[src/rtl/bcm_scheduler.sv]
// Binary-code-modulation scan scheduler: sequences (row, plane) slots to a row
// shifter and drives latch / output-enable so each plane is lit for BASE_TICKS<<plane cycles.
module bcm_scheduler #(
  parameter int SCAN_BIT   = 3,
  parameter int BITDEPTH   = 8,
  parameter int BASE_TICKS = 16,
  localparam int PW        = (BITDEPTH > 1) ? $clog2(BITDEPTH) : 1
) (
  input  logic                clk,
  input  logic                reset,
  input  logic                enable,
  output logic                shift_start,
  output logic [SCAN_BIT-1:0] row,
  output logic [PW-1:0]       plane,
  input  logic                shift_done,
  output logic                latch,
  output logic                oe_b,
  output logic [SCAN_BIT-1:0] select,
  output logic                frame_start
);

  localparam int ON_MAX = BASE_TICKS << (BITDEPTH - 1);
  localparam int CW     = $clog2(ON_MAX + 1);

  typedef enum logic [1:0] {S_IDLE, S_BUSY, S_READY} s_state_t;
  typedef enum logic [1:0] {M_BLANK, M_LATCH, M_POST, M_ON} m_state_t;

  s_state_t            s_reg, s_next;
  m_state_t            m_reg, m_next;
  logic [CW-1:0]       on_cnt_reg, on_cnt_next;
  logic [CW-1:0]       on_load;
  logic [PW-1:0]       disp_plane_reg, disp_plane_next;
  logic [SCAN_BIT-1:0] row_reg, row_next;
  logic [PW-1:0]       plane_reg, plane_next;
  logic [SCAN_BIT-1:0] select_reg, select_next;
  logic                shift_start_reg, shift_start_next;
  logic                frame_start_reg, frame_start_next;
  logic                latch_reg, oe_b_reg;

  always_comb begin
    s_next           = s_reg;
    m_next           = m_reg;
    on_cnt_next      = on_cnt_reg;
    disp_plane_next  = disp_plane_reg;
    row_next         = row_reg;
    plane_next       = plane_reg;
    select_next      = select_reg;
    shift_start_next = 1'b0;
    frame_start_next = 1'b0;
    on_load          = (CW'(BASE_TICKS) << disp_plane_reg) - CW'(1);

    case (s_reg)
      S_IDLE: begin
        if (enable) begin
          s_next           = S_BUSY;
          shift_start_next = 1'b1;
          frame_start_next = (row_reg == '0) && (plane_reg == '0);
        end
      end
      // A done pulse coincident with the start pulse cannot belong to this slot.
      S_BUSY: begin
        if (shift_done && !shift_start_reg) begin
          s_next = S_READY;
        end
      end
      default: s_next = s_reg;
    endcase

    case (m_reg)
      M_BLANK: begin
        if (s_reg == S_READY) begin
          m_next          = M_LATCH;
          select_next     = row_reg;
          disp_plane_next = plane_reg;
          // Release the slot: shifter may start the next one after the latch cycle.
          s_next          = S_IDLE;
          if (plane_reg == PW'(BITDEPTH - 1)) begin
            plane_next = '0;
            row_next   = row_reg + SCAN_BIT'(1);
          end else begin
            plane_next = plane_reg + PW'(1);
          end
        end
      end
      M_LATCH: m_next = M_POST;
      M_POST: begin
        m_next      = M_ON;
        on_cnt_next = on_load;
      end
      M_ON: begin
        if (on_cnt_reg == '0) begin
          m_next = M_BLANK;
        end else begin
          on_cnt_next = on_cnt_reg - CW'(1);
        end
      end
      default: m_next = M_BLANK;
    endcase
  end

  always_ff @(posedge clk) begin
    if (reset) begin
      s_reg           <= S_IDLE;
      m_reg           <= M_BLANK;
      on_cnt_reg      <= '0;
      disp_plane_reg  <= '0;
      row_reg         <= '0;
      plane_reg       <= '0;
      select_reg      <= '0;
      shift_start_reg <= 1'b0;
      frame_start_reg <= 1'b0;
      latch_reg       <= 1'b0;
      oe_b_reg        <= 1'b1;
    end else begin
      s_reg           <= s_next;
      m_reg           <= m_next;
      on_cnt_reg      <= on_cnt_next;
      disp_plane_reg  <= disp_plane_next;
      row_reg         <= row_next;
      plane_reg       <= plane_next;
      select_reg      <= select_next;
      shift_start_reg <= shift_start_next;
      frame_start_reg <= frame_start_next;
      // Panel strobes follow the display state being entered, so they are glitch-free.
      latch_reg       <= (m_next == M_LATCH);
      oe_b_reg        <= (m_next != M_ON);
    end
  end

  assign shift_start = shift_start_reg;
  assign frame_start = frame_start_reg;
  assign row         = row_reg;
  assign plane       = plane_reg;
  assign select      = select_reg;
  assign latch       = latch_reg;
  assign oe_b        = oe_b_reg;

endmodule
[config.mk]
export PLATFORM = sky130hd
export DESIGN_NAME = bcm_scheduler
export DESIGN_NICKNAME = d
export VERILOG_FILES = /design/src/rtl/bcm_scheduler.sv
export SDC_FILE = /design/constraint.sdc
export NUM_CORES = 1
export LEC_CHECK = 0
export ABC_AREA = 1
export CAP_MARGIN = 10
export CORE_MARGIN = 10
export CORE_UTILIZATION = 25
export CTS_BUF_LIST = sky130_fd_sc_hd__clkbuf_4
export DETAILED_ROUTE_END_ITERATION = 8
export GPL_TIMING_DRIVEN = 0
export PLACE_DENSITY_LB_ADDON = 0.15
export SLEW_MARGIN = 20
export SYNTH_ARGS = -nofsm -noshare
export SYNTH_HDL_FRONTEND = slang
export SYNTH_SLANG_ARGS = --single-unit
[constraint.sdc]
create_clock -name clk -period 2.3 [get_ports clk]
set_clock_uncertainty 0.1 [all_clocks]
set_input_delay 0.345 -clock clk [delete_from_list [all_inputs] [get_ports clk]]
set_output_delay 0.345 -clock clk [all_outputs]
set_load 0.02 [all_outputs]
==> Yosys cells after proc, flatten, opt, wreduce, memory -nomap -nowiden <==
Index checks and enable logic that the tools add are counted.
{ "word_totals": {"in_bits": 4, "out_inout_bits": 13, "latch_bits": 0, "rom_bits": 0, "reg_bits": 32, "ramBits": 0, "elab_cells": 53, "mem_count": 0} }
{ "classes": {"reduce_logical": 14, "order_cmp": 0, "eq_ne": 9, "n_div": 0, "add_sub_neg": 4, "bitwise_logic": 2, "muxes": 12, "n_mul": 0, "shifts": 1} }
{ "op_table": {"columns": ["cell", "n"], "rows": [
  ["12-bit case mux with 2 select lines", 1],
  ["12-bit zero test", 1],
  ["12-bit 2-to-1 mux", 1],
  ["2-bit 2-to-1 mux", 6],
  ["5-bit by 3-bit << shifter with 12-bit output, first input constant", 1],
  ["12-bit by 1-bit subtractor with 12-bit output, second input constant", 1],
  ["12-bit by 2-bit subtractor with 12-bit output, second input constant", 1],
  ["2-bit case mux with 4 select lines", 1],
  ["3-bit by 1-bit adder with 3-bit output, second input constant", 2],
  ["2-bit by 1-bit equality test with 1-bit output, second input constant", 3],
  ["2-bit equality test, second input constant", 3],
  ["3-bit zero test", 2],
  ["2-bit zero test", 2],
  ["2-bit inequality test, second input constant", 2],
  ["2-bit case mux with 2 select lines", 1],
  ["2-bit AND reduction", 2],
  ["3-bit equality test, second input constant", 1],
  ["3-bit 2-to-1 mux", 1],
  ["3-bit AND reduction", 1],
  ["3-bit OR reduction", 1],
  ["1-bit logical AND", 2],
  ["1-bit inverter", 2],
  ["2-bit nonzero test", 1],
  ["2-bit OR reduction", 1],
  ["other kinds (2)", 2]
]} }

==> Longest topological paths before layout <==
{ "logic_depth": {"ltp_word": 6, "ltp_mapped": 10, "depth_no_buf": 10} }

==> Least setup slack after synthesis <==
No wires, ideal clock.
{ "synth_timing": {"path_type": "reg2reg", "start": "register on_cnt_reg[0]", "end": "register on_cnt_reg[3]", "arrival_time_ns": 1.365, "path_slack_ns": 0.767, "required_ns": 2.132, "synth_period_minus_slack_ns": 1.533, "path_stages_with_launch": 10, "setup_time_ns": 0.068, "path_buffers": 1, "cell_sequence": "dfxtp_1 -> inv_1 -> ha_1 -> nand2_2 -> nor2_4 -> nand2_4 -> nand2_4 -> buf_12 -> nand2_1 -> a21oi_2"} }
{ "synth_via": {"elab_chain_len": 3, "elab_cells_between_ends": 6, "classes_between": "1 x add/sub; 1 x eq/ne; 2 x mux; 2 x reduce/logical"} }
{ "synth_lines": {"columns": ["item", "line_no", "text"], "rows": [
  ["start: declaration", "30", "logic [CW-1:0] on_cnt_reg, on_cnt_next;"],
  ["start signal: assignment", "117", "on_cnt_reg <= on_cnt_next;"],
  ["12-bit by 1-bit subtractor with 12-bit output / 12-bit zero test (equally long branches)", "94, 91", null],
  ["12-bit 2-to-1 mux / 2-bit inequality test (equally long branches)", null, null],
  ["12-bit case mux with 2 select lines / 2-bit AND reduction (equally long branches)", null, null]
]} }
Parallel ways exist; a longest one is shown, timed or not. The select of a mux whose other input is x is not followed.
A chain may end at the register's enable or synchronous reset.

==> Worst setup path in the final report <==
{ "layout_timing": {"start": "register plane_reg[2] (netlist: plane[2])", "end": "output port plane[2]"} }
{ "layout_rtl": {"columns": ["item", "line_no", "text"], "rows": [
  ["start: declaration", "34", "logic [PW-1:0] plane_reg, plane_next;"],
  ["start signal: assignment", "120", "plane_reg <= plane_next;"],
  ["end: declaration", "14", "output logic [PW-1:0] plane,"]
]} }
No word-level cell between the ends.

==> summary.md <==
| Metric | Value |
|---|---|
| Status | `complete, no violations` |
| CP Max Fanout | `5` |
| Critical path's largest stage delay | `about 0.65 ns` |
| Cts hold-fix bufs | `0` |
| Count leader, synth | `nand2_1` |
| Post-synth top cells | `nand2_1, dfxtp_1, inv_1, nor2_1, nand3_1` |
| Die footprint | `approximately 11000 µm²` |
| Setup crit end kind | `output port` |
| Crit path from | `plane[2]` |
| Postcts setup bufs | `0` |
| Max FFs per register | `12` |
| Mapped Nets | `261` |
| Leakage | `0.8835 nW` |
| Worst path required time | `1.86 ns` |
| Max-slew headroom | `59.40%` |
| CORE AREA | `6756 µm²` |
| Number of synthesized flops with an enable pin | `0` |
| Cell Rows | `30` |
| Post-CTS Resized | `0` |
| Via count | `1635` |
| WP data arrival | `1.44 ns` |
| Worst-margin pin slew | `between 0.6 and 0.7 ns` |
| Initial antenna violation count | `0` |
| Critical R2R Capture | `on_cnt_reg[2]` |
| Post-route cell area | `about 2100 µm²` |
| CTS Sinks | `32` |
| Reg2Reg Depth | `9` |
| Yosys reg bits | `32` |
| CP Launch Type | `register` |
| Crit Path Class | `reg -> out` |
| Post-placement setup slack | `0.3995 ns` |
| Crit path depth | `1` |
| Tmin final | `1.886 ns` |
| Clock buffer depth | `2` |
| Max-slew violations | `0` |
| Top delay family on crit path | `buffers and inverters` |
| Post-DP HPWL | `3400 µm` |
| Syn_area_per_cell | `6.882 µm²` |
| Clock network power share | `35.1%` |
| Asr flop ratio synth | `0%` |
| Period utilization | `81.98%` |
| Crit path buf inv count | `1` |
| DRT Pass-1 Iters | `4` |
| Worst r2r src | `on_cnt_reg[0]` |
| Clock latency on the worst-skew pair | `0.34 ns` |
| Most used DFF post-synth | `dfxtp_1` |
| MaxCap Viol Count | `0` |
| Worst hold path type | `reg -> reg` |
| Final hold vios | `0` |
| Share of the synthesized area in the top cell type | `37.24%` |
| Vias per inst | `4.619` |
| Reg clk slew, reported paths | `0.12 ns` |
| Final setup margin | `slightly above 0.4 ns` |
| Reg-to-reg setup timing slack | `0.50 ns` |
| # setup viols final | `0` |
| GP Congestion | `0.7503` |
| Pin count of the biggest net entering global routing | `12` |
| Pint | `between 800 and 900 µW` |
| Vias in the first global route | `1583` |
| IO Pins | `17` |
| Die height | `103.0 µm` |
| Die Span X | `about 100 µm` |
| TritonCTS Buffers | `5` |
| Fmax | `0.5304 GHz` |
| Global route total overflow | `0` |
| NetSw | `383.3 µW` |
| Fillers | `784` |
| Peak supply drop | `~250 µV` |
| First-pass GRT wire length | `7734 µm` |
| Fin Setup TNS | `0 ns` |
| H-tree levels | `2` |
| Initial Util | `25.46%` |
| Area Overhead vs Synth | `19.78%` |
| Crit path to | `plane[2]` |
| Synth Cell Area | `approximately 1700 µm²` |
| Antenna cell count | `0` |
| PortBufs | `16` |
| Initial DRC count | `63` |
| Yosys top cell by area | `dfxtp_1` |
| Yosys warns | `0` |
| TritonCTS clock tree | `yes` |
| Drt drc | `0` |
| Final Util | `30.50%` |
| Combinational share of power | `17.9%` |
| CP Cell Sequence | `clkdlybuf4s50_1` |
| Power share of the sequential group | `about 47%` |
| Synth top area cells | `dfxtp_1, nand2_1, inv_1` |
| Syn Inst Count | `between 200 and 300` |
| Share of post-route cells with drive strength above 1 | `9.854%` |
| Slowest cell on crit path | `clkdlybuf4s50_1` |
| Switching share of power | `a little under a third` |
| Routed wire per std cell | `around 13 µm` |
| Number of unique standard cell types used by synthesis | `27` |
| PwrDens | `between 600 and 700 nW/µm²` |
| Placed Area | `1981 µm²` |
| Total Nets Final | `roughly 280` |
| Register area share after synthesis | `37.24%` |
| Post-route ant nets | `0` |
| Total Wirelength | `4546 µm` |
| Gr usage total | `9.292%` |
| RSZ-0062 raised after global routing | `false` |
| Root buf cell | `clkbuf_4` |
cell families after synthesis:
logic type	synth area share (%)
AOI/OAI and AO/OA	14.98
adders and majority gates	5.091
buffers and inverters	9.382
DFF	37.24
and+or+nand+nor	33.31
cells in the final DEF (no fill, tap or decap):
master,netlist,routed
a21oi_4,1,1
ha_1,7,7
or2_2,1,1
buf_12,1,1
a21oi_2,5,5
buf_2,2,2
nor4_1,1,1
nand3_1,23,23
inv_1,32,32
o21a_1,1,1
bufinv_16,0,1
nand4_1,3,3
nor2_4,1,1
nor3_1,5,5
a21oi_1,13,13
clkinv_2,0,1
clkdlybuf4s50_1,0,16
a31oi_1,2,2
clkinvlp_4,0,1
nor3b_1,1,1
nor2_1,32,32
dfxtp_1,32,32
nand2_1,54,54
nand2_2,2,2
o21ai_1,1,1
o21ai_0,20,20
clkbuf_1,2,2
nand2_4,2,2
buf_1,1,1
clkbuf_4,0,5
o211ai_1,1,1
nor2_2,4,4
layer usage:
layer | wire, µm | vias to the layer above | GRT usage (%)
met5 | 0 | - | 0
met4 | 52 | 0 | 3.209
met3 | 295 | 6 | 3.485
met2 | 2029 | 35 | 14.38
met1 | 2169 | 739 | 11.54
li1 | - | 855 | -
worst reg2reg max path, stage by stage (launching register included):
cell,delay [ns]
dfxtp_1,0.32
inv_1,0.14
ha_1,0.27
nand2_2,0.12
nor2_4,0.23
nand2_4,0.10
nand2_4,0.12
buf_12,0.14
nand2_1,0.07
a21oi_2,0.12
worst min-delay path by stage:
stage / depth (start not counted) / to / slack [ns] / from
6_report: 1 / frame_start / 0.40 / row[2]
5_1_grt: 2 / on_cnt_reg[1] / 0.43 / on_cnt_reg[1]
4_1_cts: 2 / on_cnt_reg[1] / 0.41 / on_cnt_reg[1]
3_5_place_dp: 1 / frame_start / 0.38 / row[2]
3_3_place_gp: 2 / on_cnt_reg[1] / 0.38 / on_cnt_reg[1]
2_1_floorplan: 2 / on_cnt_reg[1] / 0.36 / on_cnt_reg[1]
cell type report:
| cell class | count | area (µm²) | share of cell area [%] |
|---|---|---|---|
| plain buffers | 6 | 41.29 | 2.004 |
| clock buffers | 5 | 37.54 | 1.821 |
| clock inverters | 3 | 42.54 | 2.064 |
| inverters | 32 | 120.1 | 5.829 |
| multi-input cells | 180 | 918.4 | 44.57 |
| flip-flops and latches | 32 | 640.6 | 31.09 |
| well taps | 80 | 100.1 | 4.857 |
| repair buffers | 16 | 160.2 | 7.772 |
power by group through the flow:
stage,registers [mW],clock network [mW],logic [mW]
2_1_floorplan,0.616,0,0.157
3_3_place_gp,0.611,0,0.229
3_5_place_dp,0.611,0,0.230
4_1_cts,0.598,0.468,0.231
5_1_grt,0.602,0.489,0.262
6_report,0.598,0.446,0.227
metrics by stage:
step	std cells	total power, mW	hold slack (ns)
2_1_floorplan	250	0.7727	0.3634
4_1_cts	354	1.297	0.4051
5_1_grt	354	1.353	0.4298
6_report	354	1.271	0.4002
3_5_place_dp	346	0.8400	0.3773
3_3_place_gp	346	0.8400	0.3781
Note: power is estimated with default switching activity, not from simulation.
